**src/rtl/pipe_ctrl_pkg.sv**
```systemverilog
// Shared definitions for the pipeline stall/flush controller and the
// pipeline registers it steers.
package pipe_ctrl_pkg;

  typedef enum logic [1:0] {
    RUN       = 2'd0,
    MEM_WAIT  = 2'd1,
    ERR_DRAIN = 2'd2
  } state_t;

  localparam logic [4:0] REG_ZERO = 5'd0;

  // MEM-control bit positions inside the ID_EX / EXE_MEM control fields
  localparam int MEM_READ_BIT  = 0;
  localparam int MEM_WRITE_BIT = 1;
  localparam int BRANCH_BIT    = 2;

endpackage

```
**src/rtl/pipe_hazard_ctrl_hazard_detect.sv**
```systemverilog
// Combinational hazard terms: load-use in ID/EX, taken branch at EXE_MEM,
// and an outstanding data-memory access.
module hazard_detect
  import pipe_ctrl_pkg::*;
(
  input  logic [4:0] i_id_rs,
  input  logic [4:0] i_id_rt,
  input  logic       i_id_uses_rt,
  input  logic       i_ex_mem_read,
  input  logic [4:0] i_ex_rt,
  input  logic       i_mem_branch,
  input  logic       i_mem_zero,
  input  logic       i_mem_access,
  input  logic       i_dmem_ready,
  output logic       o_lu,
  output logic       o_taken,
  output logic       o_memwait
);

  logic w_rs_hit;
  logic w_rt_hit;

  // A load into $0 never produces a value, so it cannot create a hazard
  assign w_rs_hit  = (i_ex_rt == i_id_rs);
  assign w_rt_hit  = i_id_uses_rt & (i_ex_rt == i_id_rt);
  assign o_lu      = i_ex_mem_read & (i_ex_rt != REG_ZERO) & (w_rs_hit | w_rt_hit);
  assign o_taken   = i_mem_branch & i_mem_zero;
  assign o_memwait = i_mem_access & ~i_dmem_ready;

endmodule

```
**src/rtl/pipe_hazard_ctrl.sv**
```systemverilog
// Central stall/flush controller for the 5-stage pipeline: output muxing,
// memory-wait FSM with timeout, and a saturating stall-cycle counter.
module pipe_hazard_ctrl
  import pipe_ctrl_pkg::*;
#(
  parameter int MEM_TIMEOUT = 64,
  parameter int CNT_W       = 16
) (
  input  logic             clock,
  input  logic             reset,
  input  logic [4:0]       id_rs,
  input  logic [4:0]       id_rt,
  input  logic             id_uses_rt,
  input  logic             ex_mem_read,
  input  logic [4:0]       ex_rt,
  input  logic             mem_branch,
  input  logic             mem_zero,
  input  logic             mem_access,
  input  logic             dmem_ready,
  output logic             pc_write,
  output logic             if_id_write,
  output logic             if_id_flush,
  output logic             id_ex_bubble,
  output logic             ex_mem_flush,
  output logic             back_hold,
  output logic             pc_src_branch,
  output logic [1:0]       state,
  output logic [CNT_W-1:0] stall_cycles,
  output logic             mem_err
);

  localparam int WAIT_W = (MEM_TIMEOUT > 1) ? $clog2(MEM_TIMEOUT) : 1;
  localparam logic [WAIT_W-1:0] WAIT_LAST = WAIT_W'(MEM_TIMEOUT - 1);

  state_t            r_state;
  logic [WAIT_W-1:0] r_wait;
  logic [CNT_W-1:0]  r_stall;
  logic              r_err;

  logic w_lu;
  logic w_taken;
  logic w_memwait;

  hazard_detect u_hazard_detect (
    .i_id_rs       (id_rs),
    .i_id_rt       (id_rt),
    .i_id_uses_rt  (id_uses_rt),
    .i_ex_mem_read (ex_mem_read),
    .i_ex_rt       (ex_rt),
    .i_mem_branch  (mem_branch),
    .i_mem_zero    (mem_zero),
    .i_mem_access  (mem_access),
    .i_dmem_ready  (dmem_ready),
    .o_lu          (w_lu),
    .o_taken       (w_taken),
    .o_memwait     (w_memwait)
  );

  // Priority: drain > memory wait > taken branch > load-use
  always_comb begin
    pc_write      = 1'b1;
    if_id_write   = 1'b1;
    if_id_flush   = 1'b0;
    id_ex_bubble  = 1'b0;
    ex_mem_flush  = 1'b0;
    back_hold     = 1'b0;
    pc_src_branch = 1'b0;
    if (!reset) begin
      if (r_state == ERR_DRAIN) begin
        pc_write    = 1'b0;
        if_id_write = 1'b0;
      end else if (w_memwait) begin
        back_hold   = 1'b1;
        pc_write    = 1'b0;
        if_id_write = 1'b0;
      end else if (w_taken) begin
        pc_src_branch = 1'b1;
        if_id_flush   = 1'b1;
        id_ex_bubble  = 1'b1;
        ex_mem_flush  = 1'b1;
      end else if (w_lu) begin
        pc_write     = 1'b0;
        if_id_write  = 1'b0;
        id_ex_bubble = 1'b1;
      end
    end
  end

  always_ff @(posedge clock) begin
    if (reset) begin
      r_state <= RUN;
      r_wait  <= '0;
      r_stall <= '0;
      r_err   <= 1'b0;
    end else begin
      if (!pc_write && (r_stall != '1)) r_stall <= r_stall + CNT_W'(1);
      case (r_state)
        RUN: begin
          if (w_memwait) begin
            r_state <= MEM_WAIT;
            r_wait  <= '0;
          end
        end
        MEM_WAIT: begin
          if (!w_memwait) begin
            r_state <= RUN;
            r_wait  <= '0;
          end else if (r_wait == WAIT_LAST) begin
            r_state <= ERR_DRAIN;
            r_err   <= 1'b1;
          end else begin
            r_wait <= r_wait + WAIT_W'(1);
          end
        end
        ERR_DRAIN: begin
          r_state <= RUN;
          r_wait  <= '0;
        end
        default: r_state <= RUN;
      endcase
    end
  end

  assign state        = r_state;
  assign stall_cycles = r_stall;
  assign mem_err      = r_err;

endmodule

```
**config.mk**
```make
export PLATFORM = sky130hd
export DESIGN_NAME = pipe_hazard_ctrl
export DESIGN_NICKNAME = d
export VERILOG_FILES = /design/src/rtl/pipe_ctrl_pkg.sv /design/src/rtl/pipe_hazard_ctrl_hazard_detect.sv /design/src/rtl/pipe_hazard_ctrl.sv
export SDC_FILE = /design/constraint.sdc
export NUM_CORES = 1
export LEC_CHECK = 0
export ABC_CLOCK_PERIOD_IN_PS = 2900
export BUFFER_PORTS_ARGS = -buffer_cell sky130_fd_sc_hd__buf_2
export CAP_MARGIN = 15
export CORE_UTILIZATION = 50
export CTS_CLUSTER_DIAMETER = 120
export DETAILED_ROUTE_END_ITERATION = 6
export PLACE_DENSITY = 0.81
export SLEW_MARGIN = 10
export SYNTH_ARGS = -nofsm -noshare
export SYNTH_HDL_FRONTEND = slang
export SYNTH_HIERARCHICAL = 1
export SYNTH_SLANG_ARGS = --single-unit
export TNS_END_PERCENT = 20
```
**constraint.sdc**
```tcl
create_clock -name clock -period 2.9 [get_ports clock]
set_clock_uncertainty 0.2 [all_clocks]
set_input_delay 0.145 -clock clock [delete_from_list [all_inputs] [get_ports clock]]
set_output_delay 0.145 -clock clock [all_outputs]
set_load 0.01 [all_outputs]
```
# Word level (Yosys, flattened, before mapping)
# Index checks and enable logic that the tools add are counted.
totals:
  register_bits: 25
  out_inout_bits: 26
  ram_bits: 0
  inputBits: 23
  latch_bits: 0
  n_memories: 0
  mem_bits_ro: 0
classes:
  eq_ne: 9
  n_reduce_logical: 8
  div: 0
  n_addsub: 2
  bitwise: 7
  mul: 0
  muxes: 25
  shift: 0
  n_lt_le_gt_ge: 0
op_table:
  columns: ["operator", "n"]
  rows:
  - ["$mux 6", 3]
  - ["$pmux 6 s3", 1]
  - ["$mux 1", 17]
  - ["$add 16x1->16 const B", 1]
  - ["$ne 16x16->1 const B", 1]
  - ["$eq 5x5->1", 2]
  - ["$add 6x1->6 const B", 1]
  - ["$eq 6x6->1 const B", 1]
  - ["$mux 2", 3]
  - ["$ne 3x3->1 const B", 2]
  - ["$reduce_and 3->1", 2]
  - ["$and 1x1->1", 5]
  - ["$reduce_bool 5->1", 1]
  - ["$pmux 2 s2", 1]
  - ["$reduce_bool 3->1", 1]
  - ["$eq 2x1->1 const B", 1]
  - ["$eq 2x2->1 const B", 1]
  - ["$logic_not 2->1", 1]
  - ["$ne 2x2->1 const B", 1]
  - ["$reduce_and 2->1", 1]
  - ["$logic_and 1x1->1", 1]
  - ["$logic_not 1->1", 1]
  - ["$not 1->1", 1]
  - ["$or 1x1->1", 1]

# Depth between registers and ports, before layout
depth:
  depth_word: 11
  depth_mapped: 9
  mapped_depth_nobuf: 8

# Hierarchy
# Netlist, hierarchy kept.
modules_own_cells:
  columns: ["module", "area_per_inst_um2", "cells_each", "seq_area_each_um2", "n_inst"]
  rows:
  - ["pipe_hazard_ctrl", 1491.4, 173, 500.5, 1]
  - ["hazard_detect", 145.1, 19, 0.0, 1]

# Worst setup path before layout
# OpenSTA, ideal clock, no wires.
synth_timing:
  path_type: "input port to flip-flop"
  start: "input ex_rt[4]"
  end: "register r_stall[11] (netlist: stall_cycles[11])"
  path_stages: 9
  required_ns: 2.579
  n_path_buf: 1
  setup_ns: 0.121
  arrival_time_ns: 1.899
  path_slack_ns: 0.680
  cell_sequence: "xor2_1 > nor4_2 > nand3_1 > a21oi_1 > nor2b_1 > o31ai_4 > buf_6 > nor4_1 > mux2_2"
synth_between:
  elab_chain_len: 11
  word_cells_on_any_way: 14
  classes_between: "eq/ne (2); mux (5); bitwise (4); reduce/logical (3)"
synth_rtl:
  columns: ["element", "line", "source"]
  rows:
  - ["start: declaration", "pipe_hazard_ctrl.sv:15", "input logic [4:0] ex_rt,"]
  - ["$eq 5x5->1", "pipe_hazard_ctrl_hazard_detect.sv:25", "assign w_rt_hit = i_id_uses_rt & (i_ex_rt == i_id_rt);"]
  - ["$and 1x1->1", "pipe_hazard_ctrl_hazard_detect.sv:25", null]
  - ["$or 1x1->1", "pipe_hazard_ctrl_hazard_detect.sv:26", "assign o_lu = i_ex_mem_read & (i_ex_rt != REG_ZERO) & (w_rs_hit | w_rt_hit);"]
  - ["$and 1x1->1 (*)", "pipe_hazard_ctrl_hazard_detect.sv:26", null]
  - ["via w_lu", "pipe_hazard_ctrl.sv:40", "logic w_lu;"]
  - ["$mux 1 (*)", "pipe_hazard_ctrl.sv:81", "end else if (w_lu) begin"]
  - ["$mux 1 (*)", "pipe_hazard_ctrl.sv:76", "end else if (w_taken) begin"]
  - ["$mux 1 (*)", "pipe_hazard_ctrl.sv:72", "end else if (w_memwait) begin"]
  - ["$mux 1 (*)", "pipe_hazard_ctrl.sv:69", "if (r_state == ERR_DRAIN) begin"]
  - ["$mux 1 (*)", "pipe_hazard_ctrl.sv:68", "if (!reset) begin"]
  - ["$logic_not 1->1 (*)", "pipe_hazard_ctrl.sv:96", "if (!pc_write && (r_stall != '1)) r_stall <= r_stall + CNT_W'(1);"]
  - ["$logic_and 1x1->1 (*)", "pipe_hazard_ctrl.sv:96", null]
  - ["end signal: assignment", "pipe_hazard_ctrl.sv:96", null]
  - ["end: declaration", "pipe_hazard_ctrl.sv:37", "logic [CNT_W-1:0] r_stall;"]
# Mark *: on every way through the listed nets, which the timed path passes. The rest lies on a longest branch.
# A chain may end at the register's enable or synchronous reset.

# Worst setup path after layout
layout_timing:
  start: "input ex_rt[4]"
  end: "register r_stall[9] (netlist: stall_cycles[9])"
# The elaborated chain is that of the path after synthesis.

==> impl_metrics.json <==
{
  "antenna_found_initial": 0,
  "worstPathArrival_ps": 2230,
  "worst_setup_path_start_kind": "input port",
  "cts-hold-fix-buffers": 0,
  "synth_fp_nets": 217,
  "die_h_microns": 59.2,
  "clockBufferDepth": 2,
  "hpwl_microns": 2650,
  "postCtsSetupBuffers": 0,
  "power_density_nw_per_um2": 308,
  "hold_path.class": "in2reg",
  "antenna_cells": 0,
  "slew_violations": 0,
  "top_layer_used": "met4",
  "worstMarginPinSlew_ps": 516,
  "numCtsBuffers": 3,
  "yosysSeqAreaShare": 0.306,
  "grt_first_pass_wirelength_microns": 6270,
  "synth_edf_count": 0,
  "post-place-cells": 275,
  "grt_max_degree": 30,
  "syn_area_sq_um": 1640,
  "async_flop_share": 0,
  "drtIter0Drc": 131,
  "crit_type": "in2reg",
  "crit_path_max_fanout": 24,
  "port_buffers": 48,
  "rsz0062_at_grt": "false",
  "num_vias": 1608,
  "route.detailed.drc": 0,
  "via_per_inst": 5.76,
  "cts.sinks": 25,
  "crit_required_ps": 2930,
  "gp_congestion": 0.807,
  "post_cts_resized": 0,
  "synth_flop_cell": "dfxtp_1",
  "start_util": 0.532,
  "layout-drive-gt1-share": 0.306,
  "wl_met1_microns": 1760,
  "yosysTopAreaCellShare": 0.306,
  "wl_met3_microns": 90,
  "synth.avg_cell_area_sq_um": 8.52,
  "first_global_vias": 1449,
  "ys_types": 50,
  "synth_area_leaders": "dfxtp_1 31%, mux2_2 4.8%, nor2b_1 3.8%",
  "run_status": "completed",
  "pre_cts_slack_ps": 334,
  "yosys.area.top_type": "dfxtp_1",
  "synth_commonest_cells": "25 x dfxtp_1, 13 x nand2_1, 13 x nor2_1",
  "final_nets": 261,
  "endpoint_kind": "flip-flop",
  "setup_slack_ps": 698,
  "core_area_sq_um": 3080,
  "die_x_microns": 59.2,
  "period_share": 0.759,
  "fin_cells": 279,
  "routedWlPerCell_microns": 13.3,
  "dieArea_sq_um": 3510,
  "cap_violations": 0,
  "grt_usage": 0.228,
  "slowest_delay_ps": 370,
  "first_pass_iters": 4,
  "met2_length_microns": 1830,
  "cts_tree": "yes",
  "fillers": 287,
  "peakVddDrop_mv": 0.224,
  "htreeDepth": 1,
  "crit_chain": "buf_2 -> xor2_1 -> nor4_2 -> nand3_1 -> a21oi_1 -> nor2b_1 -> o31ai_4 -> buf_4 -> nor4_1 -> mux2_2",
  "hold_viol_final": 0,
  "r2r_setup_slack_ps": 820,
  "setup_tns_ps": 0,
  "synthToLayoutAreaGrowth_pct": 16.4,
  "num_rows": 20,
  "synthCells": 192,
  "p_leak_nw": 0.764,
  "clockRootBuffer": "clkbuf_4",
  "io_pins": 49,
  "clk_latency_ps": 330,
  "fmax_ghz": 0.454,
  "post-synth-top-count-cell": "dfxtp_1",
  "whs_ps": 70.9,
  "wl_microns": 3710,
  "ant_nets": 0,
  "grt.overflow.total": 0,
  "clk_pin_slew_ps": 140,
  "period_minus_slack_ps": 2200,
  "ys_ff_latch": 25,
  "yosysWarnings": 6,
  "setup_violations": 0,
  "slowest_stage": "mux2_2",
  "maxSlewHeadroom": 0.654
}
## power breakdown
| part | leakage (nW) | switching, W | total, W | internal (W) |
|---|---|---|---|---|
| clock network | 0.0177 | 0.000112 | 0.000164 | 0.0000518 |
| logic | 0.545 | 0.0000408 | 0.0000734 | 0.0000326 |
| registers | 0.202 | 0.00000410 | 0.000350 | 0.000346 |
## logic make-up after synthesis
family	synth area share
compound gates	0.149
xor+xnor	0.0535
flops	0.306
mux	0.0696
buf+inv	0.0497
fa+ha+maj	0.0153
simple gates	0.357
## layout make-up
type | count | area [sq um] | share of cell area
multi-input combinational | 153 | 1050 | 0.554
sequential | 25 | 500 | 0.263
timing repair buffer | 50 | 255 | 0.134
tap | 44 | 55.1 | 0.0289
clock buffer | 3 | 22.5 | 0.0118
inverter | 3 | 11.3 | 0.00591
clock inverter | 1 | 5.00 | 0.00263
## worst max-delay path: cells and delay by family
family                 cells  cell delay, ps
AND/OR/NAND/NOR            4             930
XOR/XNOR                   1             160
multiplexers               1             370
AO/OA/AOI/OAI              2             270
buffers and inverters      2             340
## through the flow
step	cell area [sq um]	power [W]	util
floorplan	1640	0.000402	-
global placement	1880	0.000428	0.610
detailed placement	1880	0.000430	0.610
CTS	1900	0.000589	0.619
global route	1900	0.000608	0.619
finish	1900	0.000587	0.619
## worst paths after layout
check                                      startpoint                           end  depth (start not counted)
worst max-delay path                         ex_rt[4]  stall_cycles[9]$_SDFFE_PP0P_                         10
worst min-delay path                       dmem_ready         state[0]$_SDFFE_PP0P_                          5
worst max register to register  state[0]$_SDFFE_PP0P_  stall_cycles[9]$_SDFFE_PP0P_                          5
worst min register to register   mem_err$_SDFFE_PP0P_          mem_err$_SDFFE_PP0P_                          2
## sequential cells by signal, summed over array words and instances (netlist names)
name          count
mem_err           1
state             2
stall_cycles     16
r_wait            6
## cells in the final DEF, fill, tap and decap left out, drive strengths merged, types with 2 or more instances in the layout
master   Yosys  routed
and2         3       3
o21bai       2       2
xnor2        3       3
o21a         2       2
nand2       13      13
clkbuf       2       3
buf          9      50
o2111ai      2       2
xor2         7       7
dfxtp       25      25
mux2         8       8
a21oi       10      10
nand3       12      12
nor3        10      10
nor2b       10      10
o21ai        8       8
a31oi        2       2
o31ai        4       4
nor3b        3       3
nor4        11      11
nand4        5       5
nand3b       2       2
inv          3       3
nor2        14      14
o311ai       2       2
and4         2       2
ha           2       2
mux2i        2       2
or4          5       5
## per-layer routing
layer | GRT usage | vias to the layer above
li1 | - | 805
met1 | 0.282 | 764
met2 | 0.403 | 33
met3 | 0.0415 | 6
met4 | 0.0578 | 0
met5 | 0 | -
Note: power is estimated with default switching activity, not from simulation.
